$ cat config.mk
export PLATFORM = sky130hd
export DESIGN_NAME = burst_sram_ctrl
export DESIGN_NICKNAME = d
export VERILOG_FILES = /design/src/rtl/burst_sram_ctrl.sv
export SDC_FILE = /design/constraint.sdc
export NUM_CORES = 1
export LEC_CHECK = 0
export ABC_AREA = 1
export BUFFER_PORTS_ARGS = -buffer_cell sky130_fd_sc_hd__buf_2
export CORE_ASPECT_RATIO = 0.7
export CORE_MARGIN = 5
export CORE_UTILIZATION = 35
export DETAILED_ROUTE_END_ITERATION = 16
export GPL_TIMING_DRIVEN = 0
export SYNTH_ARGS = -nofsm -noshare
export SYNTH_HDL_FRONTEND = slang
export SYNTH_SLANG_ARGS = --single-unit
$ cat constraint.sdc
create_clock -name clk -period 1.3 [get_ports clk]
set_input_delay 0.065 -clock clk [delete_from_list [all_inputs] [get_ports clk]]
set_output_delay 0.065 -clock clk [all_outputs]
set_load 0.05 [all_outputs]
$ cat src/rtl/burst_sram_ctrl.sv
// Burst initiator for a single-port synchronous SRAM: one beat per cycle,
// host write stream under valid/ready, read stream returned valid-only.
module burst_sram_ctrl #(
  parameter int ADDR_W = 4,
  parameter int DATA_W = 8,
  parameter int LEN_W  = 5
) (
  input  logic              clk,
  input  logic              rst_n,
  input  logic              req_valid,
  output logic              req_ready,
  input  logic              req_we,
  input  logic [ADDR_W-1:0] req_addr,
  input  logic [LEN_W-1:0]  req_len,
  input  logic [DATA_W-1:0] wr_data,
  input  logic              wr_valid,
  output logic              wr_ready,
  output logic [DATA_W-1:0] rd_data,
  output logic              rd_valid,
  output logic              done,
  output logic              mem_cs,
  output logic              mem_we,
  output logic [ADDR_W-1:0] mem_addr,
  output logic [DATA_W-1:0] mem_wdata,
  input  logic [DATA_W-1:0] mem_rdata
);

  // state   | meaning
  // S_IDLE  | waiting for a burst request
  // S_WRITE | taking host write beats, one SRAM write per handshake
  // S_READ  | issuing SRAM reads on consecutive cycles
  // S_DRAIN | last read issued, waiting for its data to return
  // S_DONE  | done pulse cycle, back to idle next
  typedef enum logic [2:0] {S_IDLE, S_WRITE, S_READ, S_DRAIN, S_DONE} state_t;

  localparam logic [LEN_W-1:0] MAX_LEN = LEN_W'(2 ** ADDR_W);

  state_t              state, state_d;
  logic [LEN_W-1:0]    cnt, cnt_d, len, len_d, len_clamp;
  logic [ADDR_W-1:0]   base, base_d, beat_addr;
  logic                mem_cs_d, mem_we_d, done_d, rd_pend;
  logic [ADDR_W-1:0]   mem_addr_d;
  logic [DATA_W-1:0]   mem_wdata_d;

  assign req_ready = (state == S_IDLE);
  assign wr_ready  = (state == S_WRITE);
  assign len_clamp = (req_len > MAX_LEN) ? MAX_LEN : req_len;
  // Truncating the beat count gives the modulo-depth wrap for free.
  assign beat_addr = base + cnt[ADDR_W-1:0];

  always_comb begin
    state_d     = state;
    cnt_d       = cnt;
    len_d       = len;
    base_d      = base;
    mem_cs_d    = 1'b0;
    mem_we_d    = 1'b0;
    done_d      = 1'b0;
    mem_addr_d  = mem_addr;
    mem_wdata_d = mem_wdata;
    case (state)
      S_IDLE: begin
        if (req_valid) begin
          base_d = req_addr;
          len_d  = len_clamp;
          cnt_d  = '0;
          if (len_clamp == '0) begin
            state_d = S_DONE;
            done_d  = 1'b1;
          end else if (req_we) begin
            state_d = S_WRITE;
          end else begin
            // First read issues straight from the request fields.
            state_d    = S_READ;
            mem_cs_d   = 1'b1;
            mem_addr_d = req_addr;
            cnt_d      = LEN_W'(1);
          end
        end
      end
      S_WRITE: begin
        if (wr_valid) begin
          mem_cs_d    = 1'b1;
          mem_we_d    = 1'b1;
          mem_addr_d  = beat_addr;
          mem_wdata_d = wr_data;
          cnt_d       = cnt + 1'b1;
          if (cnt_d == len) begin
            state_d = S_DONE;
            done_d  = 1'b1;
          end
        end
      end
      S_READ: begin
        if (cnt == len) begin
          state_d = S_DRAIN;
        end else begin
          mem_cs_d   = 1'b1;
          mem_addr_d = beat_addr;
          cnt_d      = cnt + 1'b1;
        end
      end
      S_DRAIN: begin
        state_d = S_DONE;
        done_d  = 1'b1;
      end
      S_DONE:  state_d = S_IDLE;
      default: state_d = S_IDLE;
    endcase
  end

  always_ff @(posedge clk) begin
    if (!rst_n) begin
      state     <= S_IDLE;
      cnt       <= '0;
      len       <= '0;
      base      <= '0;
      mem_cs    <= 1'b0;
      mem_we    <= 1'b0;
      mem_addr  <= '0;
      mem_wdata <= '0;
      done      <= 1'b0;
      rd_pend   <= 1'b0;
      rd_valid  <= 1'b0;
      rd_data   <= '0;
    end else begin
      state     <= state_d;
      cnt       <= cnt_d;
      len       <= len_d;
      base      <= base_d;
      mem_cs    <= mem_cs_d;
      mem_we    <= mem_we_d;
      mem_addr  <= mem_addr_d;
      mem_wdata <= mem_wdata_d;
      done      <= done_d;
      // SRAM data is valid the cycle after issue; register it once more.
      rd_pend   <= mem_cs && !mem_we;
      rd_valid  <= rd_pend;
      if (rd_pend) rd_data <= mem_rdata;
    end
  end

endmodule

======== After elaboration in Yosys (flattened, before gate mapping) ========
Index checks and enable logic that the tools add are counted.
cells by class
  add/subtract/negate cells ............... 2
  order comparisons ....................... 1
  eq/ne operators ......................... 12
  muxes and demuxes ....................... 31
  reductions and logical operators ........ 11
operator list
  kind                                                                      count
  4-bit two-way mux                                                         5
  5-bit two-way mux                                                         4
  3-bit two-way mux                                                         5
  5-bit case mux with 3 select lines                                        1
  2-bit inequality test (second input constant)                             6
  3-bit case mux with 4 select lines                                        1
  4-bit case mux with 3 select lines                                        1
  1-bit two-way mux                                                         11
  5-bit equality test                                                       2
  4-bit AND reduction                                                       2
  3-bit by 2-bit equality test with 1-bit output (second input constant)    2
  1-bit case mux with 3 select lines                                        2
  2-bit AND reduction                                                       3
  6-bit AND reduction                                                       1
  5-bit by 1-bit adder with 5-bit output (second input constant)            1
  5-bit > comparator (second input constant)                                1
  5-bit logical NOT                                                         1
  4-bit adder                                                               1
  3-bit by 1-bit equality test with 1-bit output (second input constant)    1
  3-bit logical NOT                                                         1
  3-bit nonzero test                                                        1
  2-bit two-way mux                                                         1
  2-bit by 1-bit inequality test with 1-bit output (second input constant)  1
  1-bit logical AND                                                         1
  1-bit logical NOT                                                         1
storage, ports and cells
  register bits ........................... 42

======== Longest topological paths before layout ========
  depth after elaboration ................. 6
  mapped depth ............................ 13
  gate-level depth less buffers ........... 13

======== Worst setup path after synthesis ========
OpenSTA, ideal clock, no wires.
  kind .................................... register -> register
  from .................................... reg state[2]
  to ...................................... reg mem_addr[3]
  library setup time ...................... 116 ps
  arrival time ............................ 1331 ps
  required time ........................... 1184 ps
  path slack .............................. -147 ps
  stages on the path, launching flop included .. 11
  path buffers ............................ 0
  period minus slack after synthesis ...... 1447 ps
  cell sequence ........................... dfxtp_1 > nor2_1 > nand2_1 > inv_2 > nand2_1 > inv_2 > a21oi_2 > nand2_2 > clkinv_2 > nor2_1 > nor2_1
between the ends
  longest elaborated chain between the ends .. 3
  elaborated cells between the ends (all ways) .. 11
  classes of those cells .................. eq/ne: 7; mux: 1; reduce/logical: 3
RTL lines
  what                                                                          line  source
  from (decl)                                                                   38    state_t state, state_d;
  from (signal assigned)                                                        127   state <= state_d;
  3-bit logical NOT *                                                           n/a
  named net req_ready                                                           11    output logic req_ready,
  2-bit inequality test (no source line) or 3-bit nonzero test (tied branches)  n/a
  6-bit AND reduction (no source line)                                          n/a
  to (signal assigned)                                                          133   mem_addr <= mem_addr_d;
  to (decl)                                                                     23    output logic [ADDR_W-1:0] mem_addr,
Mark *: on every way through the listed nets, which the timed path passes. The rest lies on a longest branch.
A chain may end at the register's enable or synchronous reset.

======== Final worst setup path ========
  from .................................... reg cnt[3]
  to ...................................... reg cnt[4]
between the ends
  longest elaborated chain between the ends .. 3
  elaborated cells between the ends (all ways) .. 7
  classes of those cells .................. add/sub: 1; eq/ne: 2; mux: 3; reduce/logical: 1
RTL lines
  what                                                                           line         source
  from (decl)                                                                    39           logic [LEN_W-1:0] cnt, cnt_d, len, len_d, len_clamp;
  from (signal assigned)                                                         128          cnt <= cnt_d;
  5-bit by 1-bit adder with 5-bit output or 5-bit equality test (tied branches)  87, 100, 95
  5-bit two-way mux, or another cell as far along                                95           if (cnt == len) begin
  5-bit case mux with 3 select lines or 4-bit AND reduction (tied branches)      n/a
Several ways; a longest one is shown, not always the timed one. The select of a mux whose other input is x is not followed.

==> impl_metrics.tcl <==
set metrics [dict create \
    status "complete, but fails checks" \
    violations "hold timing, setup timing" \
    grt_max_degree 13 \
    reg2reg_from "cnt[3]" \
    io_pins 56 \
    syn_avg_cell_area_um2 7.14 \
    fin_crit_ns 1.43 \
    finalSetupViolations 13 \
    cp_max_fo 5 \
    yosys_warnings 0 \
    finalPower_uw 5620 \
    grt_usage_pct 13.9 \
    max_freq_mhz 698 \
    setup_ws_ns -0.132 \
    post-place-cells 400 \
    maxCapViolCount 0 \
    finalCritPeriodShare_pct 110 \
    cts_max_level 2 \
    rsz0062_at_grt "true" \
    grt_antenna_before_repair 0 \
    hold_viol_final 1 \
    top_layer_used "met4" \
    syn_inst 274 \
    fin_skew_ns 0.00631 \
    min_to "rd_data[0]" \
    drt_iter0_drc 65 \
    r2r-end "cnt[4]" \
    critical_path_class "register to register" \
    cp.required_ns 1.49 \
    drtAntennaViolNets 0 \
    core_area_um2 5340 \
    drv_slew 0 \
    holdCritStartpoint "mem_rdata[0]" \
    start_kind "register" \
    synth_async_sr_flop_share_pct 0 \
    die-area_um2 7210 \
    portBuffers 54 \
    wl_met2_um 2130 \
    cts_tree "built" \
    final_util_pct 51.8 \
    reg2reg_depth 8 \
    hold_class "primary input to register" \
    grt_overflow_total 0 \
    wl_met3_um 476 \
    drc 0 \
    synth_common_cells "nor2_1, nand2_1, dfxtp_1, o21ai_0, inv_1" \
    vias 1960 \
    gp_congestion 0.823 \
    clkLatencyLatePin_ns 0.29 \
    synth_ff_type "dfxtp_1" \
    root_buffer "clkbuf_8" \
    synth_nets 309 \
    finalSetupTns_ns -1.27 \
    wl_um 5280 \
    min_path_cells 3 \
    dpl.hpwl_um 3860 \
    ys_seq_area_share_pct 43.0 \
    die_w_um 99.4 \
    clk_pin_slew_ns 0.08 \
    wl_per_cell_um 12.4 \
    start_util_pct 36.6 \
    layoutNonFillerInstCount 425 \
    worstSetupEndpointType "register" \
    leakage_uw 0.00133 \
    slew_headroom_pct 57.9 \
    rrSetupSlack_ns -0.13 \
    whs_ns -0.00102 \
    grt_pass1_vias 1748 \
    arrival_ns 1.62 \
    fill_cells 538 \
    die_height_um 72.6 \
    antenna_cells 0 \
    p_per_area_nw_per_um2 2030 \
    grt_pass1_wl_um 8020 \
    cts_buffer_depth 2 \
    synth_edf_count 0 \
    synth_seq_cells 42 \
    finalNetCount 388 \
    vdd_drop_max_mv 1.44 \
    yosysMostFrequentCell "nor2_1" \
    drive_above_1_share_pct 37.4 \
    cts_sinks 42 \
    syn_area_um2 1960 \
    rows 22 \
    cts_buffers 5 \
    synth.area.top_cells "dfxtp_1, nor2_1, nand2_1" \
    worst_pin_slew_ns 0.631 \
    yosys.area.top_type_share_pct 43.0 \
    synth.largest_area_cell "dfxtp_1" \
    wl_met1_um 2640 \
    firstDrtPassIters 5 \
    via_per_inst 4.61 \
    syn_to_final_growth_pct 41.4 \
    ys_types 29 \
]
[cells by family after synthesis]
family,count (synthesis),share of synthesized area [%]
AO/OA/AOI/OAI,49,14.0
XOR/XNOR,8,3.96
adder cells (fa/ha/maj),5,3.58
buffers and inverters,40,8.18
flip-flops,42,43.0
AND/OR/NAND/NOR,130,27.3
[how the worst max path moves through the flow]
| stage | startpoint | endpoint | slack, ns | depth (start not counted) |
|---|---|---|---|---|
| 2_1_floorplan | cnt[1] | state[0] | -0.01 | 10 |
| 3_3_place_gp | state[0] | cnt[3] | -0.28 | 9 |
| 3_5_place_dp | state[0] | cnt[4] | -0.28 | 9 |
| 4_1_cts | cnt[0] | state[0] | -0.15 | 10 |
| 5_1_grt | cnt[0] | state[0] | -0.22 | 12 |
| 6_report | cnt[3] | cnt[4] | -0.13 | 8 |
[cell usage in the layout, fill, tap and decap left out, types with 3 or more instances in the layout]
master,instances
clkbuf_8,5
xor2_1,4
a22oi_1,3
nor2_2,4
nor2_1,51
dfxtp_2,8
inv_2,5
buf_2,52
dlygate4sd3_1,5
nand3_1,5
nand2_2,9
nand3_2,4
o21ai_1,6
buf_4,13
nor3_1,3
dfxtp_4,3
buf_6,3
inv_1,22
clkbuf_1,5
nand2_1,45
o21ai_0,23
dfxtp_1,31
nand2_4,4
a21oi_1,9
[state kept, by name, indices dropped and copies added (netlist names)]
signal	count
mem_wdata	8
len	5
mem_we	1
cnt	5
base	4
rd_pend	1
rd_valid	1
state	3
mem_cs	1
rd_data	8
mem_addr	4
done	1
[worst max-delay path, cell delays in order, from the launching register on]
cell,delay [ns]
dfxtp_2,0.32
buf_6,0.13
xnor2_4,0.14
nand3_2,0.13
o21ai_4,0.23
buf_12,0.14
nand2_4,0.06
a21oi_1,0.12
nor2_1,0.06
[stage by stage]
step	setup WS [ns]	cell area [µm²]
global route	-0.219	2770
floorplan	-0.0145	2010
detailed placement	-0.279	2370
finish	-0.132	2770
CTS	-0.155	2600
global placement	-0.282	2370
[what timing repair did]
| action | CTS | global route |
|---|---|---|
| hold buffers | 5 | 0 |
| setup buffers | 4 | 9 |
| setup endpoints to repair | 28 | 27 |
| gates resized for setup | 20 | 34 |
| pin swaps | 9 | 13 |
| endpoints found under the hold margin | 5 | 0 |
[power by group]
part           switching (µW)  internal (µW)  leakage, µW
Clock                     438            361    0.0000438
Combinational            2030           1040     0.000939
Sequential                181           1570     0.000349
[layer usage]
layer	global-route usage [%]	up-vias
met5	0	-
met4	2.27	0
met1	20.8	863
li1	-	1027
met2	19.5	64
met3	4.71	6
[layout make-up]
type / instances / area [µm²] / share of cell area (%)
Buffer: 8 / 48.8 / 1.76
Clock buffer: 5 / 68.8 / 2.49
Clock inverter: 2 / 10.0 / 0.362
Inverter: 32 / 140 / 5.06
Multi-Input combinational cell: 192 / 1110 / 40.1
Sequential cell: 42 / 862 / 31.1
Tap cell: 72 / 90.1 / 3.25
Timing Repair Buffer: 72 / 439 / 15.9
Note: power is estimated with default switching activity, not from simulation.
